$ cat src/rtl/mem_arbiter.sv
// Two-port arbiter that shares one RAM controller port between instruction fetch and the data unit.
// Define MEM_ARB_RR_EN for round-robin arbitration; otherwise data has fixed priority over fetch.
module mem_arbiter #(
    parameter int ADDR_W  = 16,
    parameter int DATA_W  = 32,
    parameter int TIMEOUT = 255
) (
    input  logic              clk,
    input  logic              rst,
    input  logic              f_req,
    input  logic [ADDR_W-1:0] f_addr,
    output logic              f_gnt,
    output logic              f_ready,
    output logic [DATA_W-1:0] f_rdata,
    input  logic              d_req,
    input  logic              d_we,
    input  logic [ADDR_W-1:0] d_addr,
    input  logic [DATA_W-1:0] d_wdata,
    output logic              d_gnt,
    output logic              d_ready,
    output logic [DATA_W-1:0] d_rdata,
    output logic              err,
    output logic [ADDR_W-1:0] ram_addr,
    output logic [DATA_W-1:0] ram_wdata,
    output logic              ram_read,
    output logic              ram_write,
    input  logic              ram_busy,
    input  logic              ram_data_ready,
    input  logic [DATA_W-1:0] ram_out
);

    typedef enum logic [1:0] {
        IDLE  = 2'd0,
        ISSUE = 2'd1,
        WAIT  = 2'd2
    } state_t;

    localparam logic [7:0] LAST_CNT = 8'(TIMEOUT - 1);

    state_t     state_r;
    logic [7:0] cnt_r;
    logic       we_r;
    logic       pick_data_s;

`ifdef MEM_ARB_RR_EN
    logic       last_data_r;

    // Round-robin winner: on a tie the requester that did not complete last wins
    always_comb begin
        pick_data_s = 1'b0;
        if (d_req && f_req) begin
            pick_data_s = ~last_data_r;
        end else begin
            pick_data_s = d_req;
        end
    end
`else
    // Fixed-priority winner: data over fetch
    always_comb begin
        pick_data_s = 1'b0;
        if (d_req) begin
            pick_data_s = 1'b1;
        end else begin
            pick_data_s = 1'b0;
        end
    end
`endif

    // Arbitration FSM with registered grants, strobes, completions and read data
    always_ff @(posedge clk) begin
        if (rst) begin
            state_r   <= IDLE;
            cnt_r     <= 8'd0;
            we_r      <= 1'b0;
            f_gnt     <= 1'b0;
            f_ready   <= 1'b0;
            f_rdata   <= {DATA_W{1'b0}};
            d_gnt     <= 1'b0;
            d_ready   <= 1'b0;
            d_rdata   <= {DATA_W{1'b0}};
            err       <= 1'b0;
            ram_addr  <= {ADDR_W{1'b0}};
            ram_wdata <= {DATA_W{1'b0}};
            ram_read  <= 1'b0;
            ram_write <= 1'b0;
`ifdef MEM_ARB_RR_EN
            last_data_r <= 1'b0;
`endif
        end else begin
            ram_read  <= 1'b0;
            ram_write <= 1'b0;
            f_ready   <= 1'b0;
            d_ready   <= 1'b0;
            err       <= 1'b0;
            case (state_r)
                IDLE: begin
                    // No arbitration while a completion pulse is out, so the finishing requester can drop req
                    if (!ram_busy && !f_ready && !d_ready) begin
                        if (f_gnt || d_gnt) begin
                            ram_read  <= ~we_r;
                            ram_write <= we_r;
                            state_r   <= ISSUE;
                        end else if (d_req || f_req) begin
                            if (pick_data_s) begin
                                d_gnt     <= 1'b1;
                                ram_addr  <= d_addr;
                                ram_wdata <= d_wdata;
                                we_r      <= d_we;
                                ram_read  <= ~d_we;
                                ram_write <= d_we;
                            end else begin
                                f_gnt     <= 1'b1;
                                ram_addr  <= f_addr;
                                ram_wdata <= {DATA_W{1'b0}};
                                we_r      <= 1'b0;
                                ram_read  <= 1'b1;
                                ram_write <= 1'b0;
                            end
                            state_r <= ISSUE;
                        end else begin
                            state_r <= IDLE;
                        end
                    end else begin
                        state_r <= IDLE;
                    end
                end
                ISSUE: begin
                    if (ram_busy) begin
                        state_r <= IDLE;
                    end else begin
                        cnt_r   <= 8'd0;
                        state_r <= WAIT;
                    end
                end
                WAIT: begin
                    if (ram_data_ready || cnt_r == LAST_CNT) begin
                        if (f_gnt) begin
                            f_ready <= 1'b1;
                            if (!ram_data_ready) begin
                                f_rdata <= {DATA_W{1'b0}};
                            end else if (!we_r) begin
                                f_rdata <= ram_out;
                            end else begin
                                f_rdata <= f_rdata;
                            end
                        end else begin
                            d_ready <= 1'b1;
                            if (!ram_data_ready) begin
                                d_rdata <= {DATA_W{1'b0}};
                            end else if (!we_r) begin
                                d_rdata <= ram_out;
                            end else begin
                                d_rdata <= d_rdata;
                            end
                        end
                        err     <= ~ram_data_ready;
                        f_gnt   <= 1'b0;
                        d_gnt   <= 1'b0;
                        cnt_r   <= cnt_r + 8'd1;
                        state_r <= IDLE;
`ifdef MEM_ARB_RR_EN
                        last_data_r <= d_gnt;
`endif
                    end else begin
                        cnt_r <= cnt_r + 8'd1;
                    end
                end
                default: begin
                    state_r <= IDLE;
                end
            endcase
        end
    end

endmodule

$ cat config.mk
export PLATFORM = sky130hd
export DESIGN_NAME = mem_arbiter
export DESIGN_NICKNAME = d
export VERILOG_FILES = /design/src/rtl/mem_arbiter.sv
export SDC_FILE = /design/constraint.sdc
export NUM_CORES = 1
export LEC_CHECK = 0
export BUFFER_PORTS_ARGS = -buffer_cell sky130_fd_sc_hd__buf_2
export CAP_MARGIN = 20
export CELL_PAD_IN_SITES_DETAIL_PLACEMENT = 1
export CELL_PAD_IN_SITES_GLOBAL_PLACEMENT = 2
export CORE_MARGIN = 10
export CORE_UTILIZATION = 29
export DETAILED_ROUTE_END_ITERATION = 7
export PLACE_DENSITY_LB_ADDON = 0.1
export REMOVE_ABC_BUFFERS = 1
export SYNTH_ARGS = -nofsm -noshare
export SYNTH_HDL_FRONTEND = slang
export SYNTH_SLANG_ARGS = --single-unit
$ cat constraint.sdc
create_clock -name clk -period 2.3 [get_ports clk]
set_input_delay 0.23 -clock clk [delete_from_list [all_inputs] [get_ports clk]]
set_output_delay 0.23 -clock clk [all_outputs]
set_load 0.02 [all_outputs]
==> impl_metrics.toml <==
[logic_synthesis]
yosysUniqueCellTypes = 39
yosys_warnings = 0
synth-edff-count = 0
synth_cells = 735
yosysSeqAreaShare = 0.391
avgSynthCellArea_um2 = 9.05
syn-cell-area_mm2 = 0.00665
synth_seq_cells = 130
synth_ff_type = "dfxtp_1"
synthArstFlopShare = 0

[routing]
route.detailed.drc = 0
drtPass1Iterations = 4
wl_per_cell_um = 21.4
vias = 6560
avgViaCountPerCell = 5.46
final_antenna_net_count = 0
totalWireLength_um = 25700
drt_iter0_drc = 436

[worst_setup_path]
r2r_end = "ram_addr[0]"
r2r_slack_ns = 0.37
cp.arrival_ns = 2.20
reg2regPathDepth = 4
worstSetupPathType = "reg -> reg"
end_kind = "flop"
worstReg2RegStart = "f_gnt"
cp-start-kind = "flop"
critPathRequiredTime_ns = 2.57
crit_fanout = 34
cp-endpoint = "ram_addr[0]"
cp-startpoint = "f_gnt"

[die]
rows = 55
num_io_pins = 222
core_area_mm2 = 0.0226
initial_core_util = 0.295
die_h_um = 171
die_x_um = 171
die_area_mm2 = 0.0294

[global_route]
grt_pass1_vias = 7169
grt_start_max_net_pins = 72
grt_overflow_total = 0
grt_pass1_wl_um = 39800
grtUsageTotal = 0.170
antenna_found_initial = 1

[clocking]
cts_setup_buffers = 0
cts_resized = 0
cts_tree = "built"
root_buffer = "clkbuf_16"
clkLatencyLatePin_ns = 0.42
clk_path_buf_depth = 2
h-tree-depth = 4
postCtsHoldBufs = 0
cts.clk_slew.worst_paths_ns = 0.06
cts_sinks = 130
numCtsBuffers = 17

[pwr]
power_density_mw_per_mm2 = 741
p_leak_nw = 4.28
p_total_mw = 6.36
max-vdd-ir-drop_mv = 0.434

[timing]
relSlewSlack = 0.506
hold-worst-slack_ns = 0.0911
fin_tns_setup_ns = 0
final-hold-violation-count = 0
fin_skew_ns = 0.0126
slew_viol_final = 0
period_share = 0.839
fin_ws_ns = 0.371
fin_crit_ns = 1.93
finalSetupViolations = 0
rsz0062_at_grt = "false"
max_freq_mhz = 518
worstMarginPinSlew_ns = 0.741

[placement]
gp_congestion = 0.756
post-place-ws_ns = 0.391
place_hpwl_um = 17100
io_buffers = 221
dp.cells = 1169
placed_area_mm2 = 0.00796

[cells_and_area]
fillCellCount = 2670
final_nets = 1008
layout-drive-gt1-share = 0.314
final_common_cell = "buf_2"
multiInputGateArea_mm2 = 0.00366
post-route-cell-area_mm2 = 0.00859
final_util = 0.380
fin_cells = 1202
syn_to_final_growth_pct = 29.1
regArea_mm2 = 0.00260
layout_common_cells = "buf_2 (220), dfxtp_1 (129), mux2i_1 (80)"

[outcome]
status = "complete, no violations"

[min_path]
hold_path.class = "in -> reg"

[run]
drv_cap = 0
routing by layer:
layer / global-route usage / share of wire
met3: 0.0607 / 0.087
met1: 0.200 / 0.43
met4: 0.0454 / 0.0095
met5: 0 / 0
met2: 0.284 / 0.48
Yosys cell counts (16+ instances only):
library cell / n / area share
dfxtp_1: 130 / 0.39
nand4_1: 35 / 0.033
nand2_1: 69 / 0.039
o311ai_0: 66 / 0.087
a211oi_1: 16 / 0.018
nor4bb_1: 32 / 0.048
a21oi_1: 41 / 0.031
o31ai_1: 33 / 0.037
clkbuf_1: 68 / 0.038
nor2b_1: 64 / 0.060
a31oi_1: 17 / 0.016
mux2i_1: 80 / 0.12
buf_2: 16 / 0.012
state kept, by name, indices dropped and copies added, names as in the netlist:
name / count
cnt_r: 8
d_gnt: 1
d_rdata: 32
d_ready: 1
err: 1
f_gnt: 1
f_rdata: 32
f_ready: 1
ram_addr: 16
ram_read: 1
ram_wdata: 32
ram_write: 1
state_r: 2
we_r: 1
worst max-delay path, cell delays in order (launching register included):
cell	delay [ns]
dfxtp_1	0.41
or4_4	0.78
nor3_4	0.23
buf_4	0.24
a211oi_1	0.10
logic make-up after synthesis:
group | after synthesis | synth area share
flops | 130 | 0.391
simple gates | 240 | 0.221
fa+ha+maj | 2 | 0.00376
mux | 80 | 0.120
buf+inv | 99 | 0.0623
compound gates | 184 | 0.201
worst min-delay path by stage:
stage                        startpoint             to  cells after the start
after floorplan                     rst       cnt_r[0]                      1
after global placement    ram_wdata[23]  ram_wdata[23]                      2
after detailed placement   ram_wdata[8]   ram_wdata[8]                      2
after CTS                    d_wdata[6]   ram_wdata[6]                      3
after global routing         d_wdata[4]   ram_wdata[4]                      3
final                        d_wdata[4]   ram_wdata[4]                      3
cell type report:
class                   instances  area share
inverters                       3     0.00131
flip-flops and latches        130       0.303
clock buffers                  20      0.0520
repair buffers                245       0.154
multi-input cells             506       0.426
diodes                          1    0.000291
clock inverters                12      0.0211
well taps                     285      0.0415
power breakdown:
part	internal (mW)	leakage [nW]	switching, mW	total, mW
combinational	0.342	2.92	0.660	1.00
clock	1.85	0.305	1.07	2.92
sequential	2.36	1.05	0.0758	2.43
(Power assumes the default switching activity.)
